`config.mk`:
```
export PLATFORM = sky130hd
export DESIGN_NAME = inv_mask_encoder_flat
export DESIGN_NICKNAME = d
export VERILOG_FILES = /design/src/rtl/inv_mask_encoder_if.sv /design/src/rtl/inv_mask_encoder.sv /design/src/flat_wrapper.sv
export SDC_FILE = /design/constraint.sdc
export NUM_CORES = 1
export LEC_CHECK = 0
export BUFFER_PORTS_ARGS = -buffer_cell sky130_fd_sc_hd__buf_4
export CAP_MARGIN = 10
export CORE_ASPECT_RATIO = 1.25
export CORE_MARGIN = 2
export CORE_UTILIZATION = 25
export CTS_BUF_LIST = sky130_fd_sc_hd__clkbuf_8
export CTS_CLUSTER_SIZE = 30
export DETAILED_ROUTE_END_ITERATION = 8
export PLACE_DENSITY = 0.41
export SLEW_MARGIN = 10
export SYNTH_ARGS = -nofsm -noshare
export SYNTH_HDL_FRONTEND = slang
export SYNTH_SLANG_ARGS = --single-unit
```
`constraint.sdc`:
```
create_clock -name clk -period 3.5 [get_ports clk]
set_clock_uncertainty 0.2 [all_clocks]
set_input_delay 0.175 -clock clk [delete_from_list [all_inputs] [get_ports clk]]
set_output_delay 0.175 -clock clk [all_outputs]
set_load 0.02 [all_outputs]
```
`src/rtl/inv_mask_encoder_if.sv`:
```
// inv_mask_encoder_if
//   Valid/ready stream bundle for inv_mask_encoder. It carries both the
//   mask input stream (m_*) and the encoded output stream (d_*).
//
//   m_in    : inverse-mask word, driven by the mask producer
//   m_valid : m_in is valid this cycle
//   m_ready : encoder accepts m_in this cycle
//   d_out   : recovered shift amount
//   d_err   : the mask that produced d_out was illegal
//   d_valid : d_out / d_err are valid
//   d_ready : consumer accepts d_out this cycle
//
//   slave  : the encoder's view (consumes m_*, produces d_*)
//   master : the environment's view (produces m_*, consumes d_*)
interface inv_mask_encoder_if #(
  parameter int unsigned WIDTH = 8,
  parameter int unsigned AW    = 3
);
  logic [WIDTH-1:0] m_in;
  logic             m_valid;
  logic             m_ready;
  logic [AW-1:0]    d_out;
  logic             d_err;
  logic             d_valid;
  logic             d_ready;

  modport master (
    output m_in,
    output m_valid,
    input  m_ready,
    input  d_out,
    input  d_err,
    input  d_valid,
    output d_ready
  );

  modport slave (
    input  m_in,
    input  m_valid,
    output m_ready,
    output d_out,
    output d_err,
    output d_valid,
    input  d_ready
  );
endinterface

```
`src/rtl/inv_mask_encoder.sv`:
```
// inv_mask_encoder
//   Recovers a shift amount n from an inverse-mask word ({WIDTH{1'b1}} >> n)
//   and flags any word that is not such a mask (d_out = 0, d_err = 1).
//   Two-stage valid/ready pipeline:
//     S1 registers the raw mask, S2 registers the encoded result.
//   Full throughput with backpressure; a saturating counter tracks how many
//   illegal masks have been handed to the consumer.
//
//   Ports:
//     clk     : system clock, rising edge
//     rst_n   : asynchronous active-low reset
//     bus     : stream bundle (slave view), see inv_mask_encoder_if
//     err_clr : synchronous clear of err_cnt, wins over an increment
//     err_cnt : saturating count of illegal masks delivered
module inv_mask_encoder #(
  parameter int unsigned WIDTH = 8,
  parameter int unsigned AW    = 3,
  parameter int unsigned CNT_W = 8
) (
  input  logic                clk,
  input  logic                rst_n,
  inv_mask_encoder_if.slave   bus,
  input  logic                err_clr,
  output logic [CNT_W-1:0]    err_cnt
);

  localparam logic [WIDTH-1:0] ONES    = '1;
  localparam logic [CNT_W-1:0] CNT_MAX = '1;

  // Stage 1: raw mask
  logic             r_s1_valid;
  logic [WIDTH-1:0] r_s1_mask;

  // Stage 2: encoded result
  logic             r_d_valid;
  logic [AW-1:0]    r_d_out;
  logic             r_d_err;

  logic [CNT_W-1:0] r_err_cnt;

  logic             w_s2_load;
  logic             w_m_ready;
  logic             w_out_hs;
  logic [AW-1:0]    w_enc_out;
  logic             w_enc_err;

  // S2 can take the S1 word when it is empty or being drained this cycle.
  assign w_s2_load = r_s1_valid && (!r_d_valid || bus.d_ready);
  // Depends only on state and d_ready, never on m_valid.
  assign w_m_ready = !r_s1_valid || w_s2_load;
  assign w_out_hs  = r_d_valid && bus.d_ready;

  // Legal masks are all distinct, so at most one comparison can hit.
  // Anything that hits none (all-zeros included) is reported as an error.
  always_comb begin
    w_enc_out = '0;
    w_enc_err = 1'b1;
    for (int unsigned n = 0; n < WIDTH; n++) begin
      if (r_s1_mask == (ONES >> n)) begin
        w_enc_out = AW'(n);
        w_enc_err = 1'b0;
      end
    end
  end

  // Stage 1. Whenever the slot is free (or being vacated) it follows m_valid,
  // so an idle input cycle leaves a bubble instead of re-sending the old word.
  always_ff @(posedge clk or negedge rst_n) begin
    if (!rst_n) begin
      r_s1_valid <= 1'b0;
      r_s1_mask  <= '0;
    end else if (w_m_ready) begin
      r_s1_valid <= bus.m_valid;
      if (bus.m_valid) begin
        r_s1_mask <= bus.m_in;
      end
    end
  end

  // Stage 2. d_out/d_err only change on a load, so they hold during a stall.
  always_ff @(posedge clk or negedge rst_n) begin
    if (!rst_n) begin
      r_d_valid <= 1'b0;
      r_d_out   <= '0;
      r_d_err   <= 1'b0;
    end else if (w_s2_load) begin
      r_d_valid <= 1'b1;
      r_d_out   <= w_enc_out;
      r_d_err   <= w_enc_err;
    end else if (w_out_hs) begin
      r_d_valid <= 1'b0;
    end
  end

  // Counts errors at delivery, not at acceptance, so words lost to a reset
  // are never counted.
  always_ff @(posedge clk or negedge rst_n) begin
    if (!rst_n) begin
      r_err_cnt <= '0;
    end else if (err_clr) begin
      r_err_cnt <= '0;
    end else if (w_out_hs && r_d_err && (r_err_cnt != CNT_MAX)) begin
      r_err_cnt <= r_err_cnt + CNT_W'(1);
    end
  end

  assign bus.m_ready = w_m_ready;
  assign bus.d_valid = r_d_valid;
  assign bus.d_out   = r_d_out;
  assign bus.d_err   = r_d_err;
  assign err_cnt     = r_err_cnt;

endmodule

```
`src/flat_wrapper.sv`:
```
// flat-port wrapper written by rule: the top's interface ports become plain ports
module inv_mask_encoder_flat 
#(
  parameter int unsigned WIDTH = 8,
  parameter int unsigned AW    = 3,
  parameter int unsigned CNT_W = 8
)
  (clk, rst_n, err_clr, err_cnt, bus_m_in, bus_m_valid, bus_m_ready, bus_d_out, bus_d_err, bus_d_valid, bus_d_ready);
  inv_mask_encoder_if #(.WIDTH(WIDTH), .AW(AW)) bus_i ();
  input  logic clk;
  input  logic rst_n;
  input  logic err_clr;
  output logic [CNT_W-1:0] err_cnt;
  input wire logic [$bits(bus_i.m_in)-1:0] bus_m_in;
  input wire logic [$bits(bus_i.m_valid)-1:0] bus_m_valid;
  output wire logic [$bits(bus_i.m_ready)-1:0] bus_m_ready;
  output wire logic [$bits(bus_i.d_out)-1:0] bus_d_out;
  output wire logic [$bits(bus_i.d_err)-1:0] bus_d_err;
  output wire logic [$bits(bus_i.d_valid)-1:0] bus_d_valid;
  input wire logic [$bits(bus_i.d_ready)-1:0] bus_d_ready;
  assign bus_i.m_in = bus_m_in;
  assign bus_i.m_valid = bus_m_valid;
  assign bus_m_ready = bus_i.m_ready;
  assign bus_d_out = bus_i.d_out;
  assign bus_d_err = bus_i.d_err;
  assign bus_d_valid = bus_i.d_valid;
  assign bus_i.d_ready = bus_d_ready;
  inv_mask_encoder #(.WIDTH(WIDTH), .AW(AW), .CNT_W(CNT_W)) u_core (.clk(clk), .rst_n(rst_n), .bus(bus_i), .err_clr(err_clr), .err_cnt(err_cnt));
endmodule
```
* Word level (Yosys, flattened, before mapping)
Index checks and enable logic that the tools add are counted.
** Cells by class
- Add/sub/neg operators :: 1
- Equal/unequal tests :: 9
- Muxes and demuxes :: 19
- Reductions and logical operators :: 11
** Operator list (number)
- 3-bit 2-to-1 mux :: 6
- 8-bit 2-to-1 mux :: 2
- 1-bit 2-to-1 mux :: 11
- 8-bit by 1-bit adder with 8-bit output (second input constant) :: 1
- 8-bit by 1-bit equality test with 1-bit output (second input constant) :: 1
- 8-bit by 2-bit equality test with 1-bit output (second input constant) :: 1
- 8-bit by 3-bit equality test with 1-bit output (second input constant) :: 1
- 8-bit by 4-bit equality test with 1-bit output (second input constant) :: 1
- 8-bit by 5-bit equality test with 1-bit output (second input constant) :: 1
- 8-bit by 6-bit equality test with 1-bit output (second input constant) :: 1
- 8-bit by 7-bit equality test with 1-bit output (second input constant) :: 1
- 8-bit equality test (second input constant) :: 1
- 8-bit inequality test (second input constant) :: 1
- 1-bit logical AND :: 4
- 2-bit nonzero test :: 2
- 1-bit zero test :: 2
- 1-bit logical OR :: 2
- 2-bit AND reduction :: 1
** Word-level totals
- Bits in registers :: 22
- Input port bits :: 13
- Output and inout port bits :: 14
- Word-level logic and storage cells :: 46

* Longest topological paths before layout
Gate-level depths: netlist of run 1.
- Depth after elaboration :: 9
- Mapped depth :: 5
- Depth with buffers taken out :: 5

* Worst setup path before layout of run 1
No wires, ideal clock.
- Path type :: reg2reg
- From :: reg u_core.r_d_valid, in the netlist u_core.bus.d_valid
- To :: reg u_core.r_s1_mask[0]
- Library setup time :: 125 ps
- Data arrival time :: 1406 ps
- Data required time :: 3175 ps
- Slack :: 1770 ps
- Cell stages (with the launch flop) :: 4
- Buffers on the path :: 0
- Period minus slack after synthesis :: 1730 ps
- Cells stage by stage :: dfrtp_1 nand3b_1 nand2_1 mux2_2
** Between the ends
- Longest elaborated chain between the ends :: 5
** RTL lines
- from (decl) :: line inv_mask_encoder.sv:35 : logic r_d_valid;
- from (signal assigned) :: line inv_mask_encoder.sv:83 : r_d_valid <= 1'b0;
- from (signal assigned) :: line inv_mask_encoder.sv:87 : r_d_valid <= 1'b1;
- from (signal assigned) :: line inv_mask_encoder.sv:91 : r_d_valid <= 1'b0;
- 1-bit zero test :: line inv_mask_encoder.sv:48 : assign w_s2_load = r_s1_valid && (!r_d_valid || bus.d_ready);
- 1-bit logical OR :: line inv_mask_encoder.sv:48
- 1-bit logical AND :: line inv_mask_encoder.sv:48
- 1-bit logical OR :: line inv_mask_encoder.sv:50 : assign w_m_ready = !r_s1_valid || w_s2_load;
- net bus_m_ready :: line flat_wrapper.sv:16 : output wire logic [$bits(bus_i.m_ready)-1:0] bus_m_ready;
- 2-bit AND reduction (no source line)
- to (signal assigned) :: line inv_mask_encoder.sv:75 : r_s1_mask <= bus.m_in;
- to (decl) :: line inv_mask_encoder.sv:32 : logic [WIDTH-1:0] r_s1_mask;
The timed path passes the listed nets, and every way through them passes these cells.
A chain may end at the register's enable or synchronous reset.

* Worst setup path after layout of run 1
- From :: reg u_core.r_err_cnt[0], in the netlist u_core.err_cnt[0]
- To :: reg u_core.r_err_cnt[4], in the netlist u_core.err_cnt[4]
** Between the ends
- Longest elaborated chain between the ends :: 3
- Elaborated cells between the ends (all ways) :: 6
- Classes of those cells :: add/sub: 1; eq/ne: 1; mux: 2; reduce/logical: 2
** RTL lines
- from (decl) :: line inv_mask_encoder.sv:39 : logic [CNT_W-1:0] r_err_cnt;
- from (signal assigned) :: line inv_mask_encoder.sv:103 : r_err_cnt <= r_err_cnt + CNT_W'(1);
- 8-bit by 1-bit adder with 8-bit output / 8-bit inequality test (equally long branches) :: line inv_mask_encoder.sv:103, inv_mask_encoder.sv:102
- 8-bit 2-to-1 mux / 1-bit logical AND (equally long branches) :: line inv_mask_encoder.sv:102 : end else if (w_out_hs && r_d_err && (r_err_cnt != CNT_MAX)) begin
- 8-bit 2-to-1 mux / 2-bit nonzero test (equally long branches)
Parallel ways exist; a longest one is shown, timed or not. The select of a mux whose other input is x is not followed.

==> results of run 1 <==
==> power breakdown <==
part,leakage [nW],switching (mW),internal (mW),total [mW]
logic,0.347,0.0446,0.0549,0.0995
clock network,0.0216,0.0821,0.0769,0.159
registers,0.276,0.0284,0.274,0.303
==> logic make-up (layout without fill, tap and decap cells) <==
family / after synthesis / after routing / synth area share [%]
AO/OA/AOI/OAI: 21 / 21 / 13.7
XOR/XNOR: 3 / 3 / 2.43
adder cells (fa/ha/maj): 1 / 1 / 1.16
buffers and inverters: 3 / 40 / 2.43
flip-flops: 22 / 22 / 51.0
multiplexers: 10 / 10 / 10.3
AND/OR/NAND/NOR: 36 / 36 / 19.0
==> registers in the layout (all words and copies together) (netlist names) <==
name                cells
u_core.r_s1_mask        8
u_core.err_cnt          8
u_core.bus.d_valid      1
u_core.bus.d_err        1
u_core.r_s1_valid       1
u_core.bus.d_out        3
==> cells in the mapped netlist <==
cell type                  number
sky130_fd_sc_hd__and3_1         1
sky130_fd_sc_hd__o211ai_1       1
sky130_fd_sc_hd__nor4_1         3
sky130_fd_sc_hd__buf_6          2
sky130_fd_sc_hd__ha_1           1
sky130_fd_sc_hd__nor2b_1        1
sky130_fd_sc_hd__o21ai_0        1
sky130_fd_sc_hd__nand4_1        3
sky130_fd_sc_hd__a21o_1         1
sky130_fd_sc_hd__clkbuf_1       1
sky130_fd_sc_hd__a31oi_1        3
sky130_fd_sc_hd__o21ai_2        1
sky130_fd_sc_hd__o21ai_1        1
sky130_fd_sc_hd__nor2_1         7
sky130_fd_sc_hd__a41oi_1        1
sky130_fd_sc_hd__o32a_1         1
sky130_fd_sc_hd__nand2_1        7
sky130_fd_sc_hd__or2b_1         1
sky130_fd_sc_hd__nand3b_1       1
sky130_fd_sc_hd__o31a_1         1
sky130_fd_sc_hd__a311oi_1       2
sky130_fd_sc_hd__dfrtp_1       22
sky130_fd_sc_hd__nor3b_1        1
sky130_fd_sc_hd__and3b_1        1
sky130_fd_sc_hd__a21oi_1        5
sky130_fd_sc_hd__mux2_2         9
sky130_fd_sc_hd__xnor2_1        1
sky130_fd_sc_hd__xor2_1         2
sky130_fd_sc_hd__a41o_1         1
sky130_fd_sc_hd__and3_4         2
sky130_fd_sc_hd__nor3_1         2
sky130_fd_sc_hd__mux2i_1        1
sky130_fd_sc_hd__a211oi_1       2
sky130_fd_sc_hd__nand2b_1       2
sky130_fd_sc_hd__nand3_1        3
sky130_fd_sc_hd__and4_4         1
==> critical path, delay by kind of cell, from the launching register on <==
| kind | cells | cell delay, ns |
|---|---|---|
| flip-flops | 1 | 0.42 |
| AND/OR/NAND/NOR | 2 | 0.25 |
| AO/OA/AOI/OAI | 1 | 0.34 |
| adder cells (fa/ha/maj) | 1 | 0.29 |
| XOR/XNOR | 1 | 0.16 |
==> worst min-delay path by stage <==
stage / from / end / depth (start not counted)
after global placement: rst_n / u_core.err_cnt[2] / 1
after floorplan: rst_n / u_core.bus.d_err / 0
after detailed placement: rst_n / u_core.err_cnt[2] / 1
after global routing: bus_d_ready / u_core.r_s1_valid / 3
after CTS: bus_d_ready / u_core.r_s1_valid / 3
final: bus_d_ready / u_core.r_s1_valid / 3
==> timing repair <==
item	in CTS	in global routing
hold endpoints to repair	37	0
endpoints found under the setup margin	0	0
hold buffers	11	0
==> layer usage <==
metal  global-route usage, %  vias up  routed length, µm
met1                    12.2      441               1050
met4                    4.67        0                 39
li1                        -      442                  -
met5                       0        -                  0
met2                    20.1       22               1290
met3                    2.03        5                 97
==> area by class of cell <==
| cell class | count | share of cell area [%] |
|---|---|---|
| clock buffers | 3 | 2.81 |
| multi-input cells | 71 | 34.2 |
| repair buffers | 37 | 20.8 |
| flip-flops and latches | 22 | 37.4 |
| well taps | 56 | 4.77 |
==> metrics by stage <==
stage	instances	setup WS (ns)	power [mW]
finish	189	1.74	0.561
global route	189	1.58	0.594
CTS	189	1.72	0.569
detailed placement	175	1.74	0.399
global placement	175	1.74	0.399
floorplan	96	1.77	0.364
==> results.txt, run 1 <==
The flow ran to the end, and the final reports show no timing, DRC or antenna violations. The share of synthesized area in the top cell type comes to 51.0%. The count of cells along the worst register-to-register path came out at 5. TritonCTS built the clock tree. The data arrival time of the worst path is 1.72 ns. Setup violations remaining at the end of the flow were counted as 0. The final count of hold timing violations came out at 0. The count of inserted antenna diode cells is 0.

The core footprint is 4130 µm². The violation count after the first detailed-route iteration is 44. On the worst path, the slowest cell contributes a delay of 0.42 ns.

The number of global-route vias before repair came out at 909. CTS built an H-tree with a depth of 1. The maximum clock path buffer count came out at 2. For this run, the top clock speed supported by timing is 568 MHz. The number of filler instances in the final layout is 445.

Summed over all instances, the cell type with the most area after synthesis is sky130_fd_sc_hd__dfrtp_1. The worst register-to-register path begins at u_core.err_cnt[0]. The number of port buffers is 26. The number of remaining DRC errors came out at 0.

In the layout the commonest cells are 26 x sky130_fd_sc_hd__buf_4, 22 x sky130_fd_sc_hd__dfrtp_1, 11 x sky130_fd_sc_hd__dlygate4sd3_1. The worst hold path belongs to the class in2reg. The number of nets in the layout is 149. In this run the remaining antenna-violating nets after routing total 0. The worst supply voltage drop on vdd is 0.143 mV. The total routed wirelength came out at 2.48 mm. The die area came out at 4860 µm².

The startpoint of the most critical setup path is u_core.err_cnt[0]. The first-pass GRT wire length came out at 4.20 mm. The cell area after placement is 1320 µm². The initial core utilization is 26.1%.

The end point of the critical path is u_core.err_cnt[4]. The sequential standard cell area came out at 551 µm². The final count of pins violating max slew was 0. The critical path in this run is classified as reg2reg. Measured along the y axis, the die boundary spans 77.5 µm. The detailed-route vias per instance came out at 4.81. Summing every instance area after synthesis gives 1080 µm². The count of maximum capacitance violations came out at 0. The worst slew slack as a fraction of its limit came out at 74.9%. For this block, the via count after detailed routing is 910. The unique cell type count in the Yosys netlist is 36. The final core area utilization came out at 35.6%. Buffers inserted during clock tree synthesis total 3. The I/O pin total is 27. The data required time at the worst endpoint came out at 3.46 ns. The post-cts sizing count is 0. The die width came out at 62.8 µm.

The setup slack of the worst register-to-register path came out at 1.74 ns. The growth of design area from synthesis to finish is 36.2%. The kind of end point of the critical path is a flop.

After floorplanning, the core was divided into 26 placement rows. Cells with a size suffix above 1 make up 31.6% of the layout. The Yosys step of the flow raised 0 warnings. The number of antenna violations at the first check in global routing came to 0. CTS placed an instance of sky130_fd_sc_hd__clkbuf_8 at the clock tree root. By area the synthesized netlist is led by sky130_fd_sc_hd__dfrtp_1 51%, sky130_fd_sc_hd__mux2_2 9.4%, sky130_fd_sc_hd__nand2_1 2.4%. STA classifies the critical path startpoint as a flop.

Setup repair after global routing left no endpoint under its margin. The final sum of negative setup slack is 0 ns. In the final layout, the multi-input gates occupy 503 µm². Routability-driven placement finished with a final weighted congestion of 0.850.

The pre-antenna-repair detailed-routing pass consisted of 4 iterations. The synthesized area per cell came out at 11.2 µm². The number of nets handed over by synthesis was 110. The ratio of total power to cell area is 382 nW/µm². The later pin in the worst-skew pair is clocked with a latency of 0.26 ns. The post-detailed-route wirelength per cell is 13.1 µm. Detailed placement finished with a half-perimeter wire length of 1.82 mm.

The leakage power figure is 0.645 nW. The highest net fanout along the worst path is 5. The post-synthesis sequential area ratio came out at 51.0%. The slowest stage of the critical path is the sky130_fd_sc_hd__dfrtp_1 cell. The number of setup buffers added after CTS is 0. The worst path uses 50.3% of the clock period.

The transition time at the pin with the least slew margin is 0.372 ns. Once layout is done, the placed cells without fillers occupy 1470 µm². The total overflow left after global routing is 0. The endpoint of the worst register-to-register path is u_core.err_cnt[4].

The number of storage elements in the synthesis netlist is 22. The final critical path time including I/O delays and setup is 1.76 ns. The clock slew seen by the registers of the worst setup and hold paths is 0.08 ns. The total number of clock tree sinks is 22. The pin count of the biggest net entering global routing is 23. The gate count of the mapped netlist came out at 96. The library cell used most frequently in the layout, excluding fill and tap cells, is sky130_fd_sc_hd__buf_4.

The final hold slack is 0.0505 ns. The overall global routing resource usage came out at 10.9%. Traced cell by cell, the critical path runs through ha_1 > nand4_1 > a311oi_1 > xnor2_1 > nor2_1.
(Power assumes the default switching activity.)
==> run 2, diff against run 1 <==
==> constraint.sdc (replaced) <==
create_clock -name clk -period 1.71 [get_ports clk]
set_clock_uncertainty 0.2 [all_clocks]
set_input_delay 0.0855 -clock clk [delete_from_list [all_inputs] [get_ports clk]]
set_output_delay 0.0855 -clock clk [all_outputs]
set_load 0.02 [all_outputs]
==> results.txt, run 2 (synthesis results as in run 1) <==
The longest clock path from root to sink contains 2 buffers. The highest net fanout along the worst path is 5. The analysis attributes to cell leakage a power of 0.708 nW. After floorplanning, the core was divided into 26 placement rows.

TritonCTS created 3 clock buffers. The ratio of total power to cell area is 740 nW/µm². The detail route stage leaves a number of antenna-violating nets equal to 0. Using the TritonRoute via totals, the vias-per-cell ratio works out to 4.70. The level count of the clock H-tree is 1. The worst path needs 1.63 ns of the cycle, external delays included.

In this design, the largest share of critical-path delay is due to buffers and inverters. Walking the worst path, the cells encountered are dlygate4sd3_1 > buf_4 > and3_4 > and3_4 > o211ai_1 > mux2_2. The count of maximum capacitance violations is 0. After clock tree synthesis, the clock-pin slew on the worst setup and hold paths is 0.08 ns. The count of buffers added on input and output ports is 26. The ratio of cells with drive above 1 in the final layout came out at 39.0%.

The overall global routing resource usage came out at 11.3%. The endpoint identified for the worst register-to-register timing path is u_core.err_cnt[3]. 0 antenna diodes ended up in the layout. The number of setup buffers added after CTS is 0. The worst slew slack as a fraction of its limit is 76.6%.

The die width is 62.8 µm. The largest individual stage delay along the critical path comes from the cell sky130_fd_sc_hd__dlygate4sd3_1. The final count of pins violating max slew is 0. The library cell used most frequently in the layout, excluding fill and tap cells, is sky130_fd_sc_hd__buf_4. The core footprint is 4130 µm². The flow ran to the end, and the final reports show no timing, DRC or antenna violations. The worst setup path is launched from an input pin.

The worst-case IR drop observed on VDD is 0.352 mV. The I/O pin total is 27. After detailed routing, the average wire length per cell comes to 12.4 µm. The total routed wirelength is 2.50 mm. The most numerous cell type found on the critical path is sky130_fd_sc_hd__and3_4. The min-delay analysis places its worst path in the category in2async. The violation count after the first detailed-route iteration is 59. Clock tree synthesis selected as its root buffer the cell sky130_fd_sc_hd__clkbuf_8. The later pin in the worst-skew pair is clocked with a latency of 0.26 ns. The buffering stage count on the worst path with inverters included came out at 2. The half-perimeter wire length after placement came out at 1.91 mm. The data required time at the worst endpoint came out at 1.65 ns. The number of antenna violations at the first check in global routing came out at 0. The setup slack of the worst register-to-register path came out at 0.11 ns. The number of global-route vias before repair is 928.

The number of filler instances in the final layout is 430. In this run the vertical extent of the chip is 77.5 µm. The worst setup path is captured at a flop. Routability-driven placement finished with a final weighted congestion of 0.864.

The number of remaining DRC errors came out at 0. The final count of hold timing violations is 0. The number of failing setup endpoints in the final timing report came out at 0. Once the floorplan was initialized, standard cells occupied 26.1% of the core. The number of nets in the layout came out at 162.

The maximum single-stage delay on the critical path came out at 0.54 ns. The first global-routing pass estimated 4.40 mm of wire. The final sum of negative setup slack came out at 0 ns. The first-pass iteration count of the detailed router is 4.

The leftover overflow at the end of global routing is 0. The worst setup path is of the in2reg kind. The count of placed standard cells in the final layout, fillers left out is 202. The data arrival time of the worst path is 1.58 ns. The share of the clock period used by the worst path came out at 95.4%. The final route contains 950 vias. In the layout the commonest cells are 37 x sky130_fd_sc_hd__buf_4, 22 x sky130_fd_sc_hd__dfrtp_1, 13 x sky130_fd_sc_hd__dlygate4sd3_1. The pin count of the biggest net entering global routing is 23. The count of cells along the worst register-to-register path came out at 4. The floorplan step defined a die boundary enclosing 4860 µm². The clock net in this run drives a total of 22 sinks.

The maximum clock frequency came out at 613 MHz. Setup repair after global routing left no endpoint under its margin. The instance count after placement with tap cells included is 186. The growth of design area from synthesis to finish came out at 47.2%. In this run the critical register-to-register path is launched from u_core.err_cnt[1]. At the pin with the least slew margin, the transition time is 0.348 ns. TritonCTS built the clock tree.
run 2: cell types whose count changed in the layout (fill, tap and decap cells not counted):
cell / previous run / this run
sky130_fd_sc_hd__ha_1: 1 / 0
sky130_fd_sc_hd__buf_4: 26 / 37
sky130_fd_sc_hd__nor3b_2: 0 / 1
sky130_fd_sc_hd__nor3b_1: 1 / 0
sky130_fd_sc_hd__a311oi_2: 0 / 1
sky130_fd_sc_hd__nand2_2: 0 / 1
sky130_fd_sc_hd__nand2_1: 7 / 6
sky130_fd_sc_hd__dlygate4sd3_1: 11 / 13
sky130_fd_sc_hd__ha_2: 0 / 1
sky130_fd_sc_hd__a311oi_1: 2 / 1
run 2: worst max-delay path by stage:
stage / start / depth (start not counted) / end / slack, ns
3_3_place_gp: u_core.r_s1_mask[7] / 5 / u_core.bus.d_err / 0.11
3_5_place_dp: u_core.err_cnt[1] / 4 / u_core.err_cnt[3] / 0.07
5_1_grt: u_core.err_cnt[1] / 5 / u_core.err_cnt[1] / 0.005
6_report: bus_d_ready / 6 / u_core.err_cnt[3] / 0.08
4_1_cts: u_core.err_cnt[1] / 4 / u_core.err_cnt[3] / 0.06
2_1_floorplan: u_core.err_cnt[0] / 4 / u_core.err_cnt[3] / 0.02
run 2: through the flow:
stage | power, mW | hold WS, ns | setup slack [ns] | utilization (%) | instance area, µm²
after floorplan | 0.746 | -0.410 | 0.0224 | - | 1080
after global placement | 0.847 | -0.200 | 0.113 | 34.0 | 1400
after detailed placement | 0.849 | -0.202 | 0.0710 | 34.0 | 1400
after CTS | 1.19 | 0.0625 | 0.0589 | 38.1 | 1580
after global routing | 1.25 | 0.0783 | 0.00548 | 38.5 | 1590
final | 1.18 | 0.0466 | 0.0781 | 38.5 | 1590
run 2: power breakdown:
part / switching (mW) / leakage [nW] / internal, mW
combinational: 0.109 / 0.411 / 0.145
sequential: 0.0464 / 0.276 / 0.561
clock: 0.156 / 0.0216 / 0.157
run 2: final cells by class:
class | count | area (µm²) | area share, %
clock buffer | 3 | 41.3 | 2.60
multi-input combinational | 71 | 519 | 32.7
sequential | 22 | 551 | 34.6
tap | 56 | 70.1 | 4.41
timing repair buffer | 50 | 408 | 25.7
run 2: repair_timing:
item / CTS / global route
gates resized for setup: 0 / 3
hold buffers: 13 / 0
endpoints found under the setup margin: 0 / 6
endpoints found under the hold margin: 39 / 0
run 2: per-layer routing:
| metal | wire length [µm] | GRT usage (%) | vias up |
|---|---|---|---|
| li1 | - | - | 467 |
| met1 | 1050 | 13.6 | 457 |
| met2 | 1320 | 19.8 | 22 |
| met3 | 99 | 2.46 | 4 |
| met4 | 34 | 4.00 | 0 |
| met5 | 0 | 0 | - |
